[config.mk]
export PLATFORM = sky130hd
export DESIGN_NAME = regfile_param
export DESIGN_NICKNAME = d
export VERILOG_FILES = /design/src/rtl/regfile_param_pkg.sv /design/src/rtl/decoder_en.sv /design/src/rtl/regfile_param.sv
export SDC_FILE = /design/constraint.sdc
export NUM_CORES = 2
export LEC_CHECK = 0
export ABC_AREA = 0
export CAP_MARGIN = 0
export CORE_UTILIZATION = 55
export DETAILED_ROUTE_END_ITERATION = 8
export PLACE_DENSITY = 0.82
export RECOVER_POWER = 50
export SETUP_SLACK_MARGIN = 0.05
export SLEW_MARGIN = 15
export SYNTH_ARGS = -nofsm -noshare
export SYNTH_HDL_FRONTEND = slang
export SYNTH_HIERARCHICAL = 1
export SYNTH_SLANG_ARGS = --single-unit
[constraint.sdc]
create_clock -name clock -period 2.95 [get_ports clock]
set_input_delay 0.59 -clock clock [delete_from_list [all_inputs] [get_ports clock]]
set_output_delay 0.59 -clock clock [all_outputs]
set_load 0.01 [all_outputs]
[src/rtl/regfile_param_pkg.sv]
// Shared constants for the parameterised register file and its write-count
// status counter.
package regfile_param_pkg;

  localparam int DEF_ADDR_W = 5;
  localparam int DEF_DATA_W = 32;

  localparam int              CNT_W   = 16;
  localparam logic [CNT_W-1:0] CNT_SAT = '1;

endpackage

[src/rtl/decoder_en.sv]
// Enable-gated address decoder: one-hot of i_addr when i_en, else all-zero.
module decoder_en
  import regfile_param_pkg::*;
#(
  parameter int ADDR_W = DEF_ADDR_W
) (
  input  logic [ADDR_W-1:0]    i_addr,
  input  logic                 i_en,
  output logic [2**ADDR_W-1:0] o_onehot
);

  always_comb begin
    o_onehot         = '0;
    o_onehot[i_addr] = i_en;
  end

endmodule

[src/rtl/regfile_param.sv]
// Two-read / one-write register file with optional hardwired zero register,
// optional write-to-read bypass, last-write one-hot and saturating write count.
module regfile_param
  import regfile_param_pkg::*;
#(
  parameter int ADDR_W   = DEF_ADDR_W,
  parameter int DATA_W   = DEF_DATA_W,
  parameter int ZERO_REG = 1,
  parameter int BYPASS   = 1
) (
  input  logic                 clock,
  input  logic                 ctrl_reset_n,
  input  logic                 ctrl_writeEnable,
  input  logic [ADDR_W-1:0]    ctrl_writeReg,
  input  logic [DATA_W-1:0]    data_writeReg,
  input  logic [ADDR_W-1:0]    ctrl_readRegA,
  input  logic [ADDR_W-1:0]    ctrl_readRegB,
  output logic [DATA_W-1:0]    data_readRegA,
  output logic [DATA_W-1:0]    data_readRegB,
  output logic [2**ADDR_W-1:0] wr_onehot_q,
  output logic [CNT_W-1:0]     wr_count_q
);

  localparam int DEPTH = 2**ADDR_W;

  logic [DEPTH-1:0]             w_dec;
  logic [DEPTH-1:0]             w_acc;
  logic [DEPTH-1:0][DATA_W-1:0] w_regs;
  logic                         w_byp_en;
  logic                         w_any_acc;
  logic [DEPTH-1:0]             r_onehot;
  logic [CNT_W-1:0]             r_count;

  decoder_en #(
    .ADDR_W (ADDR_W)
  ) u_dec (
    .i_addr   (ctrl_writeReg),
    .i_en     (ctrl_writeEnable),
    .o_onehot (w_dec)
  );

  // A write to the hardwired zero register is refused outright, so it also
  // leaves no trace in the one-hot or the counter.
  always_comb begin
    w_acc = w_dec;
    if (ZERO_REG != 0) w_acc[0] = 1'b0;
  end

  assign w_any_acc = |w_acc;

  for (genvar g = 0; g < DEPTH; g++) begin : g_reg
    if ((ZERO_REG != 0) && (g == 0)) begin : g_zero
      assign w_regs[g] = '0;
    end else begin : g_store
      logic [DATA_W-1:0] r_q;
      always_ff @(posedge clock) begin
        if (!ctrl_reset_n)  r_q <= '0;
        else if (w_acc[g])  r_q <= data_writeReg;
      end
      assign w_regs[g] = r_q;
    end
  end

  always_ff @(posedge clock) begin
    if (!ctrl_reset_n) begin
      r_onehot <= '0;
      r_count  <= '0;
    end else begin
      r_onehot <= w_acc;
      if (w_any_acc && (r_count != CNT_SAT)) r_count <= r_count + 1'b1;
    end
  end

  assign wr_onehot_q = r_onehot;
  assign wr_count_q  = r_count;

  assign w_byp_en = (BYPASS != 0) && ctrl_reset_n && ctrl_writeEnable;

  // Zero-register override is applied last so it beats the bypass path.
  always_comb begin
    data_readRegA = w_regs[ctrl_readRegA];
    if (w_byp_en && (ctrl_writeReg == ctrl_readRegA)) data_readRegA = data_writeReg;
    if ((ZERO_REG != 0) && (ctrl_readRegA == '0))    data_readRegA = '0;
  end

  always_comb begin
    data_readRegB = w_regs[ctrl_readRegB];
    if (w_byp_en && (ctrl_writeReg == ctrl_readRegB)) data_readRegB = data_writeReg;
    if ((ZERO_REG != 0) && (ctrl_readRegB == '0))    data_readRegB = '0;
  end

endmodule

==> qor.yml, run 1 <==
floorplan:
  boundaryPins: 162
  die_w_um: 314
  start_util: 0.555
  die_height_um: 314
  rows: 114
logic_synthesis:
  synth_cells: 5023
  syn_area_per_cell_um2: 10.7
  yosysWarnings: 6
  mappedNetlistArea_um2: 53700
  syn_nets: 5074
clock_network:
  cts_buffers: 105
  holdBufCountCts: 0
  htree_levels: 3
  root_buffer: "clkbuf_16"
  clockBufferDepth: 3
  cts.sinks: 1039
run_status:
  tool.error: "[ERROR GRT-0232] Routing congestion too high. Check the congestion heatmap in the GUI."
  stop_stage: "5_1_grt"
  status: "aborted with a tool error"
grt:
  antenna_found_initial: 40
  grt_overflow: 41
  grt_usage: 0.723
  grt_max_degree: 120
timing:
  worst-ep-kind: "top-level output"
  postGrtWorstEndpoint: "data_readRegB[19]"
place:
  port_buffers: 160
  place_congestion: 0.981
  dpl.hpwl_mm: 122
timing repair:
item / in CTS
cloned: 26
endpoints found under the setup margin: 64
endpoints found under the hold margin: 0
setup buffers: 158
pin swaps: 162
gates resized for setup: 877
stage by stage:
stage               std cells  hold slack (ns)  setup TNS (ns)  worst slack (ns)  cell area, um2
floorplan                5023            0.469               0             0.122           53700
global placement         6473            0.473         -166.26             -1.13           60300
detailed placement       6473            0.497         -185.03             -1.09           60300
CTS                      6825            0.421           -5.63            -0.198           68100
routing by layer:
metal	GRT overflow	track usage
met1	6	0.690
met2	25	0.845
met3	2	0.691
met4	8	0.629
met5	0	0.581
==> run 2: changes to the inputs <==
Settings changed: CORE_UTILIZATION 55 to 40, PLACE_DENSITY 0.82 to unset, PLACE_DENSITY_LB_ADDON set to 0.15, SETUP_SLACK_MARGIN 0.05 to unset.
==> run 2 against run 1 <==
The flow now finishes, with violations (max-capacitance violations, max-slew violations, negative setup slack). Synthesized cell count did not move. Area after synthesis did not move.
==> qor.yml, run 2 <==
run_status:
  status: "finished with violations"  # was aborted with a tool error
  violations: "max-capacitance violations, max-slew violations, negative setup slack"
timing:
  slew_headroom: -0.409
  worst_slack_ns: -0.326
  fin_crit_ns: 3.28
  clock_skew_ns: 0.0395
  finalMaxSlewViolations: 415
  worstMarginPinSlew_ns: 2.11
  grt_setup_unrepaired: "yes"
  finalCritPeriodShare: 1.11
  fmax_mhz: 305
  final-setup-viol-count: 273
  hold_viol: 0
power_and_ir_drop:
  comb_power_share: 0.130
  ir_worst_vdd_v: 0.000469
  p_clk_frac: 0.453
  p_leak_nw: 25.0
  p_seq_frac: 0.416
  cell_internal_pwr_mw: 25.1
  sw_frac_of_total: 0.265
  switchingPower_mw: 9.04
  power_density_nw_per_um2: 488
drt:
  ant_nets: 0
  firstDrtPassIters: 6
  via_per_inst: 6.06
  initialDrtViolationCount: 4608
  wl_per_cell_um: 31.0
  drc_errors: 0
  vias: 45026
  wl_mm: 230
setup_path:
  worstReg2RegEnd: "wr_count_q[9]"
  cp_max_fo: 12
  critPathKind: "primary input to primary output"
  r2r-start: "wr_count_q[0]"
  rrSetupSlack_ns: 0.99
  arrival_ns: 2.69
  worstPathRequired_ns: 2.36
  worst-r2r-cell-count: 7
  end_kind: "primary output"
  cp-start-kind: "primary input"
logic_synthesis:
  yosysWarnings: 6  # unchanged
  synth_cells: 5023  # unchanged
  syn_nets: 5074  # unchanged
  mappedNetlistArea_um2: 53700  # unchanged
  syn_area_per_cell_um2: 10.7  # unchanged
grt:
  antenna_found_initial: 10
  grt_pass1_wl_mm: 324
  grt_max_degree: 94
  grt_pass1_vias: 42790
  grt_usage: 0.330
  grt_overflow: 0
floorplan:
  die_height_um: 368  # was 314 um
  start_util: 0.403  # was 0.555
  die_w_um: 368  # was 314 um
  boundaryPins: 162  # unchanged
  rows: 134  # was 114
  die_area_um2: 136000
  core_area_um2: 133000
cells_and_area:
  final_cell_count_no_fill: 7426
  fillers: 11736
  final_cell_mix: "1036 x nor2_1, 1032 x mux2i_1, 973 x dfxtp_1"
  drive_gt1_frac: 0.364
  multi_input_area_um2: 32700
  nets: 5610
  area_growth_syn_to_layout_pct: 30.4
  layout_commonest_cell: "nor2_1"
  seqCellArea_um2: 20900
  largest_register_ffs: 992
  final_util: 0.525
  largest_register: "g.g_store.r_q"
clock_network:
  holdBufCountCts: 0  # unchanged
  insertion_delay_ns: 0.77
  cts_tree: "done"
  cts_buffers: 117  # was 105
  clockBufferDepth: 3  # unchanged
  clk_pin_slew_ns: 0.06
  htree_levels: 3  # unchanged
  root_buffer: "clkbuf_16"  # unchanged
  cts.sinks: 1039  # unchanged
flow_run:
  maxCapViolations: 13
place:
  dpl.hpwl_mm: 146  # was 122 mm
  port_buffers: 160  # unchanged
  place_congestion: 0.915  # was 0.981
  dp.cells: 7048  # was 6473
hold_path:
  hold_start: "ctrl_reset_n"
  holdPathStages: 2
  hold_end: "wr_onehot_q[7]"
  min_path_type: "primary input to flop"
==> run 2: stage by stage <==
stage | total power, mW | worst slack [ns] | area, um2 | hold WS [ns] | setup TNS, ns
after floorplan | 16.3 | 0.122 | 53700 | 0.469 | 0
after global placement | 18.4 | -1.45 | 61800 | 0.482 | -229.92
after detailed placement | 18.4 | -1.42 | 61800 | 0.491 | -224.67
after CTS | 34.1 | -0.306 | 69500 | 0.209 | -8.96
after global routing | 35.0 | -0.311 | 70000 | 0.253 | -56.56
final | 34.2 | -0.326 | 70000 | 0.230 | -31.11
==> run 2: cell type report <==
type / count / area share
Clock inverter: 45 / 0.00740
Clock buffer: 172 / 0.0503
Timing Repair Buffer: 997 / 0.145
Tap cell: 1768 / 0.0316
Antenna cell: 1 / 0.0000358
Inverter: 11 / 0.000590
Sequential cell: 1039 / 0.298
Multi-Input combinational cell: 3393 / 0.467
==> run 2: worst max path at each step <==
stage	cells past startpoint	start	slack, ns	end
floorplan	7	ctrl_readRegB[0]	0.12	data_readRegB[0]
global placement	8	ctrl_readRegB[0]	-1.45	data_readRegB[6]
detailed placement	8	ctrl_readRegB[0]	-1.42	data_readRegB[6]
CTS	5	g_reg[21].g_store.r_q[7]	-0.31	data_readRegB[7]
global route	5	g_reg[23].g_store.r_q[6]	-0.31	data_readRegB[6]
finish	8	ctrl_readRegB[1]	-0.33	data_readRegB[7]
==> run 2: what timing repair did <==
action	4_1_cts	5_1_grt
cloned	15	3
pin swaps	152	118
hold endpoints to repair	0	0
buffers inserted	133	71
endpoints found under the setup margin	64	64
gates resized for setup	831	209
==> run 2: critical path, stage by stage <==
cell and delay, ns:
buf_12 0.15, buf_4 0.22, buf_4 0.34, mux4_2 0.35, nor2b_1 0.17, a211oi_4 0.48, o41ai_4 0.19, buf_6 0.15
==> run 2: power by group through the flow <==
stage / Combinational [mW] / Clock [mW] / Sequential [mW]
finish: 4.46 / 15.5 / 14.2
global route: 4.56 / 16.2 / 14.2
CTS: 4.30 / 15.6 / 14.2
detailed placement: 3.83 / 0 / 14.5
global placement: 3.84 / 0 / 14.5
floorplan: 1.81 / 0 / 14.5
==> run 2: metal layers <==
layer / vias up / global-route usage / part of all wire
met4: 12 / 0.142 / 0.048
met2: 2262 / 0.483 / 0.43
met5: - / 0 / 0.00030
met1: 22953 / 0.463 / 0.42
li1: 19280 / - / -
met3: 519 / 0.0786 / 0.10
(Power assumes the default switching activity.)
